==> config.mk <==
export PLATFORM = sky130hd
export DESIGN_NAME = ooc_stim_harness
export DESIGN_NICKNAME = d
export VERILOG_FILES = /design/src/rtl/ooc_stim_harness.sv
export SDC_FILE = /design/constraint.sdc
export NUM_CORES = 1
export LEC_CHECK = 0
export BUFFER_PORTS_ARGS = -buffer_cell sky130_fd_sc_hd__buf_2
export CAP_MARGIN = 20
export CORE_AREA = 8 8 317 319
export CTS_CLUSTER_DIAMETER = 120
export DETAILED_ROUTE_END_ITERATION = 12
export DIE_AREA = 0 0 325 327
export GPL_TIMING_DRIVEN = 1
export PLACE_DENSITY = 0.32
export SETUP_SLACK_MARGIN = 0.2
export SKIP_CTS_REPAIR_TIMING = 1
export SLEW_MARGIN = 20
export SYNTH_ARGS = -nofsm -noshare
export SYNTH_HDL_FRONTEND = slang
export SYNTH_SLANG_ARGS = --single-unit
==> constraint.sdc <==
create_clock -name clk -period 1.7 [get_ports clk]
set_input_delay 0.255 -clock clk [delete_from_list [all_inputs] [get_ports clk]]
set_output_delay 0.255 -clock clk [all_outputs]
set_load 0.02 [all_outputs]
==> src/rtl/ooc_stim_harness.sv <==
`default_nettype none
// ============================================================================
// Module   : ooc_stim_harness
// Purpose  : Random-stimulus / response-signature wrapper for an
//            out-of-context DUT. A 32-bit LFSR fills the DUT input bus one
//            word at a time, the harness pulses start, waits for done (or a
//            timeout), and folds the DUT output bus into a 32-bit MISR. The
//            MISR keeps every DUT output observable, so implementation cannot
//            prune DUT logic, and runs can be compared by signature.
// Ports    : clk          in   1      rising-edge clock
//            rst          in   1      asynchronous reset, active-low
//            en_i         in   1      keep launching runs while high
//            dut_in_o     out  IN_W   stimulus bus (stable START..CAPTURE)
//            dut_start_o  out  1      one-cycle start pulse
//            dut_done_i   in   1      DUT completion, sampled in WAIT only
//            dut_out_i    in   OUT_W  DUT response, sampled in CAPTURE
//            sig_o        out  32     MISR signature
//            run_cnt_o    out  16     completed runs (wraps)
//            timeout_o    out  1      sticky run-timeout flag
//            busy_o       out  1      high whenever not IDLE
// Revision : 1.0 - initial release
// ============================================================================
module ooc_stim_harness #(
    parameter int          IN_W    = 392,
    parameter int          OUT_W   = 392,
    parameter logic [31:0] SEED    = 32'h0000_0001,
    parameter int          TIMEOUT = 1024
) (
    input  logic             clk,
    input  logic             rst,
    input  logic             en_i,
    output logic [IN_W-1:0]  dut_in_o,
    output logic             dut_start_o,
    input  logic             dut_done_i,
    input  logic [OUT_W-1:0] dut_out_i,
    output logic [31:0]      sig_o,
    output logic [15:0]      run_cnt_o,
    output logic             timeout_o,
    output logic             busy_o
);

    localparam int          WORDS     = (IN_W + 31) / 32;
    localparam int          OWORDS    = (OUT_W + 31) / 32;
    localparam int          WC_W      = $clog2(WORDS + 1);
    localparam int          TC_W      = $clog2(TIMEOUT + 1);
    localparam logic [31:0] POLY      = 32'h0040_0007;
    // An all-zero LFSR would lock up, so a zero seed is promoted to 1.
    localparam logic [31:0] LFSR_INIT = (SEED == 32'd0) ? 32'd1 : SEED;

    typedef enum logic [2:0] {
        S_IDLE    = 3'd0,
        S_LOAD    = 3'd1,
        S_START   = 3'd2,
        S_WAIT    = 3'd3,
        S_CAPTURE = 3'd4
    } state_t;

    state_t            state_q,    state_d;
    logic [31:0]       lfsr_q,     lfsr_d;
    logic [IN_W-1:0]   dut_in_q,   dut_in_d;
    logic              start_q,    start_d;
    logic [31:0]       sig_q,      sig_d;
    logic [15:0]       run_cnt_q,  run_cnt_d;
    logic              timeout_q,  timeout_d;
    logic              busy_q,     busy_d;
    logic [WC_W-1:0]   word_cnt_q, word_cnt_d;
    logic [TC_W-1:0]   wait_cnt_q, wait_cnt_d;

    logic [IN_W-1:0]       shifted_w;
    logic [OWORDS*32-1:0]  out_pad_w;
    logic [31:0]           fold_w;
    logic [TC_W-1:0]       wait_inc_w;

    // Galois step shared by the stimulus LFSR and the MISR.
    function automatic logic [31:0] lfsr_step(input logic [31:0] v);
        return {v[30:0], 1'b0} ^ (v[31] ? POLY : 32'd0);
    endfunction

    // New LFSR word enters at the LSBs; older words move up and the oldest
    // bits fall off the top of the bus.
    generate
        if (IN_W > 32) begin : g_wide_bus
            assign shifted_w = {dut_in_q[IN_W-33:0], lfsr_q};
        end else begin : g_narrow_bus
            assign shifted_w = lfsr_q[IN_W-1:0];
        end
    endgenerate

    // XOR of all 32-bit slices of the response, last slice zero-padded.
    always_comb begin
        out_pad_w            = '0;
        out_pad_w[OUT_W-1:0] = dut_out_i;
        fold_w               = '0;
        for (int i = 0; i < OWORDS; i++) begin
            fold_w = fold_w ^ out_pad_w[i*32 +: 32];
        end
    end

    assign wait_inc_w = wait_cnt_q + 1'b1;

    always_comb begin
        state_d    = state_q;
        lfsr_d     = lfsr_q;
        dut_in_d   = dut_in_q;
        sig_d      = sig_q;
        run_cnt_d  = run_cnt_q;
        timeout_d  = timeout_q;
        word_cnt_d = word_cnt_q;
        wait_cnt_d = wait_cnt_q;

        case (state_q)
            S_IDLE: begin
                word_cnt_d = '0;
                if (en_i) begin
                    state_d = S_LOAD;
                end
            end
            S_LOAD: begin
                dut_in_d = shifted_w;
                lfsr_d   = lfsr_step(lfsr_q);
                if (word_cnt_q == WC_W'(WORDS - 1)) begin
                    word_cnt_d = '0;
                    state_d    = S_START;
                end else begin
                    word_cnt_d = word_cnt_q + 1'b1;
                end
            end
            S_START: begin
                state_d = S_WAIT;
            end
            S_WAIT: begin
                wait_cnt_d = wait_inc_w;
                // done has priority: a run finishing on the limit cycle is
                // not a timeout.
                if (dut_done_i) begin
                    state_d = S_CAPTURE;
                end else if (wait_inc_w == TC_W'(TIMEOUT)) begin
                    timeout_d = 1'b1;
                    state_d   = S_CAPTURE;
                end
            end
            S_CAPTURE: begin
                sig_d      = lfsr_step(sig_q) ^ fold_w;
                run_cnt_d  = run_cnt_q + 16'd1;
                wait_cnt_d = '0;
                state_d    = en_i ? S_LOAD : S_IDLE;
            end
            default: begin
                state_d = S_IDLE;
            end
        endcase
    end

    // Start and busy are registered from the next state so they are clean
    // flop outputs aligned with the state they describe.
    assign start_d = (state_d == S_START);
    assign busy_d  = (state_d != S_IDLE);

    always_ff @(posedge clk or negedge rst) begin
        if (!rst) begin
            state_q    <= S_IDLE;
            lfsr_q     <= LFSR_INIT;
            dut_in_q   <= '0;
            start_q    <= 1'b0;
            sig_q      <= '0;
            run_cnt_q  <= '0;
            timeout_q  <= 1'b0;
            busy_q     <= 1'b0;
            word_cnt_q <= '0;
            wait_cnt_q <= '0;
        end else begin
            state_q    <= state_d;
            lfsr_q     <= lfsr_d;
            dut_in_q   <= dut_in_d;
            start_q    <= start_d;
            sig_q      <= sig_d;
            run_cnt_q  <= run_cnt_d;
            timeout_q  <= timeout_d;
            busy_q     <= busy_d;
            word_cnt_q <= word_cnt_d;
            wait_cnt_q <= wait_cnt_d;
        end
    end

    assign dut_in_o    = dut_in_q;
    assign dut_start_o = start_q;
    assign sig_o       = sig_q;
    assign run_cnt_o   = run_cnt_q;
    assign timeout_o   = timeout_q;
    assign busy_o      = busy_q;

endmodule
`default_nettype wire

# Word-level counts from Yosys, hierarchy flattened
# Index checks and enable logic that the tools add are counted.
# classes
reduce_logical	5
bitwise	16
n_mux	11
eq_ne	7
add_sub_neg	3
# ops
cell	n
32-bit XOR	12
32-bit by 23-bit XOR with 32-bit output	2
23-bit two-way mux	2
32-bit by 8-bit XOR with 32-bit output	1
11-bit case mux with 2 select lines	1
16-bit by 1-bit adder with 16-bit output (second input constant)	1
3-bit case mux with 5 select lines	1
3-bit two-way mux	4
11-bit by 1-bit adder with 11-bit output (second input constant)	1
11-bit == test (second input constant)	1
3-bit by 2-bit == test with 1-bit output (second input constant)	3
4-bit case mux with 2 select lines	1
4-bit by 1-bit adder with 4-bit output (second input constant)	1
4-bit == test (second input constant)	1
4-bit two-way mux	1
2-bit nonzero test	2
3-bit by 1-bit == test with 1-bit output (second input constant)	1
3-bit == test (second input constant)	1
3-bit zero test	1
3-bit AND reduction	1
3-bit nonzero test	1
1-bit two-way mux	1
1-bit NOT	1
# word_totals
elab_cells	52
inputBits	396
regBits	493

# Logic depth before layout (Yosys ltp)
# Gate-level depths: netlist of the first run.
# logic_depth
depth_word	13
ltp_mapped	7
mapped_depth_nobuf	7

# Worst setup path after synthesis of the first run
# Ideal clock, no wire load.
# synth_path
kind	reg2reg
start	reg wait_cnt_q[0]
end	reg timeout_q (netlist: timeout_o)
path_buffers	1
setup_ns	0.132
path_slack_ns	-0.102
required_time_ns	1.568
path_stages_with_launch	8
arrival_time_ns	1.670
cell_sequence	dfrtp_1 ha_1 and2_1 clkbuf_1 and3_1 and3_1 o2111ai_1 o21bai_1
# synth_via
elab_chain_cells	3
# synth_lines
element	line	rtl
start: declaration	67	logic [TC_W-1:0] wait_cnt_q, wait_cnt_d;
start signal: assignment	181	wait_cnt_q <= wait_cnt_d;
11-bit by 1-bit adder with 11-bit output	99	assign wait_inc_w = wait_cnt_q + 1'b1;
11-bit == test	137	end else if (wait_inc_w == TC_W'(TIMEOUT)) begin
3-bit AND reduction (no source line)	-	
end signal: assignment	178	timeout_q <= timeout_d;
end: declaration	64	logic timeout_q, timeout_d;
# Every way passes these cells.
# A chain may end at the register's enable or synchronous reset.

# Worst setup path in the final report of the first run
# layout_path
start	reg wait_cnt_q[0]
end	reg state_q[1]
# layout_via
elab_chain_cells	5
# layout_lines
element	line	rtl
11-bit by 1-bit adder with 11-bit output	99	
11-bit == test	137	
3-bit two-way mux	137	
3-bit two-way mux	135	if (dut_done_i) begin
3-bit case mux with 5 select lines	111	case (state_q)
named net state_d[1]	58	state_t state_q, state_d;
end signal: assignment	172	state_q <= state_d;
end: declaration	58	
# The timed path passes the listed nets, and every way through them passes these cells.

==> flow_metrics.env, run 1 <==
export IMPL_slew_limit_headroom_pct=70.8
export IMPL_core_rowCount=114
export IMPL_placedCellCount=3162
export IMPL_yosys_top_cells_area="dfrtp_1 31%, xnor2_1 24%, buf_4 21%, nand2_1 9.1%, xor2_1 6.8%"
export IMPL_grt_max_degree=67
export IMPL_ys_warn_count=0
export IMPL_multi_input_area_um2=5820
export IMPL_synthesis_nets=1773
export IMPL_hold_path_class="primary input to flop"
export IMPL_h_tree_depth=4
export IMPL_port_buffers=838
export IMPL_finClkSkew_ns=0.0145
export IMPL_dieArea_um2=106000
export IMPL_min_period_ns=1.62
export IMPL_worstMarginPinSlew_ns=0.435
export IMPL_drt_iter0_markers=376
export IMPL_io_pins=839
export IMPL_fmax_mhz=618
export IMPL_rsz0062_at_grt="yes"
export IMPL_setup_violations=0
export IMPL_critPathMaxFanout=6
export IMPL_cellPowerDensity_nw_per_um2=1540
export IMPL_start_kind="flop"
export IMPL_root_buffer="clkbuf_16"
export IMPL_insertion_delay_ns=0.49
export IMPL_end_kind="flop"
export IMPL_synth_top_cell_area_share_pct=31.2
export IMPL_dieHeight_um=327
export IMPL_vias=10384
export IMPL_grt_usage_pct=9.53
export IMPL_nNetsFinal=2375
export IMPL_hold_ws_ns=0.0744
export IMPL_layout_drive_gt1_share_pct=54.6
export IMPL_core_area_um2=95700
export IMPL_pre_cts_ws_ns=0.0573
export IMPL_synth_avg_cell_area_um2=8.75
export IMPL_vias_per_cell=3.18
export IMPL_synth_main_ff_cell="dfrtp_1"
export IMPL_layout_common_cells="795 x buf_2, 320 x xnor2_1, 271 x nand2_1"
export IMPL_gp_congestion=0.771
export IMPL_num_fill_cells=10757
export IMPL_final_seq_area_um2=3830
export IMPL_final_common_cell="buf_2"
export IMPL_grt_pass1_vias=10513
export IMPL_ir_worst_vdd_uv=655
export IMPL_cts_tree="yes"
export IMPL_syn_inst=1373
export IMPL_yosys_register_bits=151
export IMPL_final_core_util_pct=18.2
export IMPL_ys_seq_area_share_pct=31.4
export IMPL_timing_final_hold_violations=0
export IMPL_cts_made_buffers=17
export IMPL_arrival_ns=2.02
export IMPL_globalRouteOverflowTotal=0
export IMPL_antenna_found_initial=23
export IMPL_drt_pass1_iter_count=4
export IMPL_final_antenna_net_count=0
export IMPL_area_growth_pct=45.3
export IMPL_wl_per_cell_um=17.4
export IMPL_status="completed"
export IMPL_fin_ws_ns=0.0812
export IMPL_drc=0
export IMPL_die_w_um=325
export IMPL_min_period_over_period_pct=95.2
export IMPL_synth_edf_count=0
export IMPL_ys_types=35
export IMPL_netlist_area_um2=12000
export IMPL_finalNonFillerCells=3269
export IMPL_worstPathRequired_ns=2.10
export IMPL_cap_violations=0
export IMPL_worstSetupPathType="flop to flop"
export IMPL_async_flop_share_pct=100
export IMPL_cts_buffer_depth=2
export IMPL_maxSlewViolCount=0
export IMPL_leakage_nw=8.86
export IMPL_initial_utilization_pct=12.6
export IMPL_grt_first_pass_wirelength_um=74900
export IMPL_synth_top_area_cell="dfrtp_1"
export IMPL_dp_hpwl_um=45900
export IMPL_clkSinkCount=151
export IMPL_clk_pin_slew_ns=0.08
export IMPL_drt_total_wl_um=57000
-- path summary, 6_finish.rpt --
check | start | to | slack (ns) | cells after the start
worst max-delay path | wait_cnt_q[0] | state_q[1] | 0.08 | 6
worst min-delay path | dut_done_i | state_q[2] | 0.07 | 3
worst max register to register | wait_cnt_q[0] | state_q[1] | 0.08 | 6
worst min register to register | lfsr_q[22] | lfsr_q[23] | 0.47 | 2
max in group asynchronous | rst | wait_cnt_q[5] | 0.82 | 3
min in group asynchronous | rst | run_cnt_o[2] | 0.27 | 2
-- registers in the layout, indices dropped and copies added (netlist names) --
register,flops
dut_in_o,51
word_cnt_q,4
sig_o,32
busy_o,1
state_q,3
run_cnt_o,16
wait_cnt_q,11
lfsr_q,31
timeout_o,1
dut_start_o,1
-- stage by stage --
stage	setup TNS, ns	area [um^2]	total power [mW]
floorplan	0	12100	19.3
global placement	0	15600	21.5
detailed placement	0	15600	21.4
CTS	-2.81	16200	25.7
global route	0	17400	28.7
finish	0	17500	26.8
-- layout make-up --
type	instances	share of cell area [%]
clock buffers	17	2.44
flip-flops and latches	151	21.9
well taps	1276	9.14
repair buffers	957	32.1
clock inverters	15	0.896
multi-input cells	843	33.3
inverters	5	0.107
diodes	5	0.0717
-- worst max-delay path, cell delays in order, from the launching register on --
cell       delay, ns
dfrtp_2         0.46
ha_4            0.18
and2_4          0.14
and3_4          0.19
and3_4          0.18
o2111ai_4       0.25
o2bb2ai_1       0.14
-- logic make-up after synthesis --
family                     share of synthesized area, %
xor gates and xnor gates                           30.3
buffers and inverters                              22.6
and+or+nand+nor                                    11.8
DFF                                                31.4
AOI/OAI and AO/OA                                  3.14
adders and majority gates                         0.416
muxes                                             0.260
-- per-layer routing --
metal / up-vias / track usage [%] / wire, um
met4: 4 / 2.20 / 766
met2: 517 / 18.1 / 31000
met3: 56 / 4.11 / 4710
li1: 5141 / - / -
met1: 4666 / 9.57 / 20500
met5: - / 0 / 18
-- Yosys cell counts (2+ instances only) --
library cell,n
mux2i_1,2
o31ai_1,2
nand2_1,292
nand3_1,12
and4_1,2
ha_1,4
nor3_1,4
a21oi_1,7
o21ai_0,56
buf_4,342
xor2_1,93
nand4_1,6
nand2b_1,2
and3_1,7
buf_2,8
nor2_1,15
dfrtp_1,150
inv_1,5
and2_1,2
clkbuf_1,25
xnor2_1,323
-- report_power, final --
part           total, mW  switching, mW  leakage [nW]  internal (mW)
logic               16.8           10.4          6.78           6.39
registers           6.04           1.36          1.81           4.68
clock network       4.00           2.04         0.278           1.96
total               26.8           13.8          8.86           13.0
Note: power is estimated with default switching activity, not from simulation.
==> run 2, diff against run 1 <==
REMOVE_ABC_BUFFERS = 1   (was default)
SLEW_MARGIN = 40   (was 20)
==> run 2 against run 1 <==
Clock skew up 0.0046 ns. Flip-flop and latch count unchanged. Clock-buffer cell count up 1. Die area unchanged. Total power up 16%. Largest power group unchanged. Highest routed layer is now met4.
==> flow_metrics.env, run 2 (synthesized netlist as in run 1, its figures left out) <==
export IMPL_path_cells="ha_2 > and2_4 > and3_4 > nor3_2 > o2111ai_2 > buf_6 > o2bb2ai_4"
export IMPL_largest_register_ffs=51
export IMPL_drt_iter0_markers=279
export IMPL_root_buffer="clkbuf_16"
export IMPL_worstMarginPinSlew_ns=0.528
export IMPL_drc=0
export IMPL_maxSlewViolCount=0
export IMPL_cpMaxStageDelayCell="dfrtp_1"
export IMPL_area_growth_pct=55.3
export IMPL_hold_start="dut_done_i"
export IMPL_holdPathStages=3
export IMPL_min_period_over_period_pct=94.1
export IMPL_nNetsFinal=2392
export IMPL_layout_drive_gt1_share_pct=53.7
export IMPL_status="completed"
export IMPL_die_w_um=325
export IMPL_worst_r2r_path_depth=7
export IMPL_drt_pass1_iter_count=4
export IMPL_vias_per_cell=3.20
export IMPL_dp_hpwl_um=45100
export IMPL_cts_buffer_depth=2
export IMPL_vias=10494
export IMPL_cpPeakStageDelay_ns=0.40
export IMPL_cts_made_buffers=17
export IMPL_ir_worst_vdd_uv=792
export IMPL_final_antenna_net_count=0
export IMPL_core_rowCount=114
export IMPL_hold_ws_ns=0.0408
export IMPL_finClkSkew_ns=0.0191
export IMPL_wl_per_cell_um=17.7
export IMPL_placed_area_um2=15700
export IMPL_antenna_found_initial=11
export IMPL_leakage_nw=9.19
export IMPL_cts_tree="yes"
export IMPL_slew_limit_headroom_pct=64.8
export IMPL_regToRegStartpoint="wait_cnt_q[1]"
export IMPL_port_buffers=838
export IMPL_io_pins=839
export IMPL_final_common_cell="buf_2"
export IMPL_worstPathRequired_ns=2.06
export IMPL_start_kind="flop"
export IMPL_grt_max_degree=67
export IMPL_arrival_ns=1.96
export IMPL_dieHeight_um=327
export IMPL_setup_tns_ns=0
export IMPL_gp_congestion=0.726
export IMPL_fmax_mhz=625
export IMPL_drt_total_wl_um=58200
export IMPL_clkSinkCount=151
export IMPL_rr_endpoint="state_q[1]"
export IMPL_h_tree_depth=4
export IMPL_cap_violations=0
export IMPL_min_period_ns=1.60
export IMPL_rsz0062_at_grt="yes"
export IMPL_globalRouteOverflowTotal=0
export IMPL_cellPowerDensity_nw_per_um2=1660
export IMPL_worstSetupPathType="flop to flop"
export IMPL_hold_path_class="primary input to flop"
export IMPL_grt_first_pass_wirelength_um=75900
export IMPL_num_fill_cells=10709
export IMPL_clk_pin_slew_ns=0.08
export IMPL_grt_usage_pct=9.61
export IMPL_fin_ws_ns=0.101
export IMPL_initial_utilization_pct=12.6
export IMPL_critPathMaxFanout=4
export IMPL_insertion_delay_ns=0.48
export IMPL_pre_cts_ws_ns=-0.00134
export IMPL_core_area_um2=95700
export IMPL_worstHoldEndpoint="state_q[2]"
export IMPL_r2r_slack_ns=0.10
export IMPL_dieArea_um2=106000
export IMPL_grt_pass1_vias=10849
export IMPL_end_kind="flop"
export IMPL_design_area_um2=18700
export IMPL_layout_common_cells="638 x buf_2, 317 x xnor2_1, 289 x nand2_1"
export IMPL_setup_violations=0
export IMPL_timing_final_hold_violations=0
[run 2: cell types whose count changed in the layout (fill, tap and decap cells not counted), sizes merged]
cell | before | now
diode | 5 | 1
clkinv | 4 | 8
clkbuf | 24 | 25
inv | 14 | 10
clkinvlp | 2 | 0
bufinv | 0 | 1
nand2 | 293 | 292
buf | 949 | 967
[run 2: layout make-up]
class,instances,area [um^2],area share (%)
antenna,1,2.50,0.0134
timing repair buffer,975,6940,37.2
sequential,151,3830,20.5
clock buffer,18,429,2.30
inverter,5,21.3,0.114
tap,1276,1600,8.55
clock inverter,14,144,0.771
multi-input combinational,842,5690,30.5
[run 2: worst max-delay path by stage]
| stage | cells past startpoint | end | from | slack [ns] |
|---|---|---|---|---|
| global route | 7 | state_q[0] | wait_cnt_q[1] | 0.03 |
| global placement | 7 | timeout_o | wait_cnt_q[0] | 0.005 |
| detailed placement | 7 | state_q[0] | wait_cnt_q[1] | -0.001 |
| floorplan | 5 | word_cnt_q[2] | state_q[1] | -4.14 |
| CTS | 1 | dut_in_o[297] | lfsr_q[19] | -0.31 |
| finish | 7 | state_q[1] | wait_cnt_q[1] | 0.10 |
[run 2: critical path: cells and delay by family, from the launching register on]
kind | cells | cell delay [ns]
simple gates | 3 | 0.45
flops | 1 | 0.40
compound gates | 2 | 0.27
fa+ha+maj | 1 | 0.19
buf+inv | 1 | 0.15
[run 2: layer usage]
metal | routed length, um | vias up | global-route usage, %
met2 | 31700 | 502 | 18.2
li1 | - | 5176 | -
met4 | 884 | 0 | 2.34
met3 | 4180 | 46 | 3.64
met1 | 21500 | 4770 | 9.93
met5 | 0 | - | 0
[run 2: through the flow]
step                      util, %  instances  total power [mW]
after floorplan                 -        998              14.4
after global placement       16.4       3168              22.2
after detailed placement     16.4       3168              22.2
after CTS                    17.0       3200              26.5
after global routing         19.5       3281              33.0
final                        19.5       3282              31.0
[run 2: power by group]
group	total (mW)	internal, mW	switching [mW]
clock	4.01	2.06	1.96
sequential	5.92	4.69	1.23
combinational	21.1	9.19	11.9
total	31.0	15.9	15.1
==> run 3, diff against run 2 <==
ABC_AREA = 1   (was default)
CORE_AREA = 8 8 324 326   (was 8 8 317 319)
DIE_AREA = 0 0 332 334   (was 0 0 325 327)
PLACE_DENSITY = 0.31   (was 0.32)
==> run 3 against run 2 <==
Clock skew is 0.0057 ns higher. Sequential share of layout area is 1.0 points higher. Setup slack worse by 0.016 ns. Total power is 44% lower. Cell count is 4.6% higher. Largest cell class is now multi-input gates.
==> flow_metrics.env, run 3 <==
export IMPL_synth_top_area_cell="dfrtp_1"
export IMPL_cellPowerDensity_nw_per_um2=971
export IMPL_gp_congestion=0.741
export IMPL_status="completed"
export IMPL_die_w_um=332
export IMPL_area_growth_pct=41.7
export IMPL_synth_common_cells="351 x nand2_1, 342 x buf_4, 225 x xnor2_1"
export IMPL_finalNonFillerCells=3432
export IMPL_ys_types=33
export IMPL_clk_pin_slew_ns=0.08
export IMPL_worstMarginPinSlew_ns=0.582
export IMPL_dp_hpwl_um=48100
export IMPL_met1_length_um=22300
export IMPL_cpPeakStageDelay_ns=0.41
export IMPL_syn_inst=1530
export IMPL_pre_cts_ws_ns=-0.0868
export IMPL_fmax_mhz=619
export IMPL_slew_limit_headroom_pct=60.9
export IMPL_multi_input_area_um2=5920
export IMPL_netSwitchingPower_mw=7.44
export IMPL_end_kind="flop"
export IMPL_drt_total_wl_um=57000
export IMPL_core_area_um2=99600
export IMPL_worstSetupPathType="flop to flop"
export IMPL_grt_max_degree=55
export IMPL_critical_path_top_delay_family="simple AND/OR/NAND/NOR gates"
export IMPL_cts_made_buffers=17
export IMPL_drc=0
export IMPL_placedCellCount=3350
export IMPL_hold_path_class="primary input to flop"
export IMPL_routed_top_layer="met5"
export IMPL_swShare_pct=43.1
export IMPL_wl_per_cell_um=16.6
export IMPL_rsz0062_at_grt="yes"
export IMPL_critPathMaxFanout=5
export IMPL_num_fill_cells=11340
export IMPL_worstPathRequired_ns=2.05
export IMPL_h_tree_depth=4
export IMPL_start_kind="flop"
export IMPL_final_common_cell="buf_2"
export IMPL_critPathBufInv=1
export IMPL_path_common_cell="nand2_2"
export IMPL_finClkSkew_ns=0.0247
export IMPL_path_cells="ha_4 > nand3_4 > nand2_2 > nand3_2 > nor2_2 > nand3_2 > nor2_4 > nand2_2 > nand2_2 > nand3_2 > inv_2 > nand2_2"
export IMPL_io_pins=839
export IMPL_wl_met2_um=28400
export IMPL_maxSlewViolCount=0
export IMPL_dieArea_um2=111000
export IMPL_root_buffer="clkbuf_16"
export IMPL_grt_pass1_vias=11371
export IMPL_synth_main_ff_cell="dfrtp_1"
export IMPL_vias=10865
export IMPL_ys_warn_count=0
export IMPL_cpMaxStageDelayCell="dfrtp_1"
export IMPL_cap_violations=0
export IMPL_grt_usage_pct=9.56
export IMPL_initial_utilization_pct=12.6
export IMPL_regToRegStartpoint="wait_cnt_q[1]"
export IMPL_min_period_ns=1.62
export IMPL_globalRouteOverflowTotal=0
export IMPL_drt_pass1_iter_count=4
export IMPL_synth_top_cell_area_share_pct=29.9
export IMPL_grt_first_pass_wirelength_um=79100
export IMPL_layout_common_cells="793 x buf_2, 340 x nand2_1, 222 x xnor2_1"
export IMPL_pwr_share_seq_pct=27.0
export IMPL_insertion_delay_ns=0.47
export IMPL_async_flop_share_pct=100
export IMPL_layout_drive_gt1_share_pct=50.0
export IMPL_arrival_ns=1.96
export IMPL_yosys_top_cells_area="dfrtp_1 30%, buf_4 20%, xnor2_1 16%, xor2_1 12%, nand2_1 11%"
export IMPL_timing_final_hold_violations=0
export IMPL_ir_worst_vdd_uv=712
export IMPL_p_clk_share_pct=23.7
export IMPL_synth_avg_cell_area_um2=8.20
export IMPL_vias_per_cell=3.17
export IMPL_nNetsFinal=2518
export IMPL_clkSinkCount=151
export IMPL_combPwrFrac_pct=49.2
export IMPL_largest_register_ffs=51
export IMPL_setup_violations=0
export IMPL_fin_ws_ns=0.0849
export IMPL_cts_buffer_depth=2
export IMPL_port_buffers=838
export IMPL_startpoint="wait_cnt_q[1]"
export IMPL_min_period_over_period_pct=95.0
export IMPL_core_rowCount=116
export IMPL_ys_seq_area_share_pct=30.1
export IMPL_final_seq_area_um2=3830
export IMPL_yosysMostFrequentCell="nand2_1"
export IMPL_cts_tree="yes"
export IMPL_leakage_nw=9.55
export IMPL_routed_wl_met3_um=5450
export IMPL_setup_tns_ns=0
export IMPL_synth_edf_count=0
export IMPL_netlist_area_um2=12500
export IMPL_hold_start="en_i"
export IMPL_final_antenna_net_count=0
export IMPL_p_int_mw=9.81
export IMPL_antenna_found_initial=12
export IMPL_drt_iter0_markers=307
export IMPL_yosys_register_bits=151
export IMPL_dieHeight_um=334
## run 3: cell types whose count changed in the layout (fill, tap and decap cells not counted), sizes merged, moves of 7 or more
cell and change:
nand2 +62, buf -39, inv +102, xor2 +78, and3 -7, xnor2 -98, nand3 +41
## run 3: power groups by stage
| stage | clock [mW] | combinational, mW | sequential (mW) |
|---|---|---|---|
| 6_report | 4.10 | 8.49 | 4.66 |
| 3_3_place_gp | 0 | 7.82 | 4.72 |
| 2_1_floorplan | 0 | 4.05 | 5.02 |
| 4_1_cts | 4.39 | 7.88 | 4.64 |
| 5_1_grt | 4.49 | 9.56 | 4.77 |
| 3_5_place_dp | 0 | 7.84 | 4.71 |
## run 3: cell families (layout without fill, tap and decap cells)
| family | Yosys count | after routing | synth area share [%] |
|---|---|---|---|
| other cells | 0 | 3 | 0 |
| fa+ha+maj | 4 | 4 | 0.399 |
| simple gates | 441 | 441 | 14.6 |
| flops | 151 | 151 | 30.1 |
| compound gates | 66 | 66 | 2.76 |
| buf+inv | 472 | 1073 | 24.4 |
| xor+xnor | 396 | 396 | 27.7 |
## run 3: routing by layer
metal	global-route usage [%]	vias to the layer above
met2	17.0	499
met3	4.34	43
li1	-	5490
met4	2.18	2
met5	0	-
met1	10.4	4831
## run 3: worst paths after layout
path                            endpoint  slack, ns  cells past startpoint
setup / recovery                  busy_o       0.08                     12
hold / removal                state_q[0]       0.17                      5
setup reg to reg                  busy_o       0.08                     12
hold reg to reg            run_cnt_o[15]       0.47                      1
max in group asynchronous      lfsr_q[0]       0.82                      3
min in group asynchronous  dut_in_o[368]       0.27                      2
## run 3: worst register-to-register path, stage by stage (launching register included)
cell and delay (ns):
dfrtp_1 0.41, ha_4 0.19, nand3_4 0.09, nand2_2 0.09
nand3_2 0.08, nor2_2 0.12, nand3_2 0.10, nor2_4 0.13
nand2_2 0.07, nand2_2 0.07, nand3_2 0.06, inv_2 0.06
nand2_2 0.04
## run 3: stage by stage
stage               utilization [%]  hold WS, ns  cell area, um^2  total power [mW]
floorplan                         -      -0.0406             9870              9.08
global placement               16.2        0.210            16200              12.5
detailed placement             16.2        0.208            16200              12.6
CTS                            16.8       -0.358            16800              16.9
global route                   17.8        0.163            17800              18.8
finish                         17.8        0.170            17800              17.3
## run 3: final cells by class
class	count	share of cell area (%)
clock buffers	18	2.42
diodes	3	0.0422
multi-input cells	907	33.3
clock inverters	14	0.901
well taps	1298	9.14
inverters	105	2.27
repair buffers	936	30.4
flip-flops and latches	151	21.5
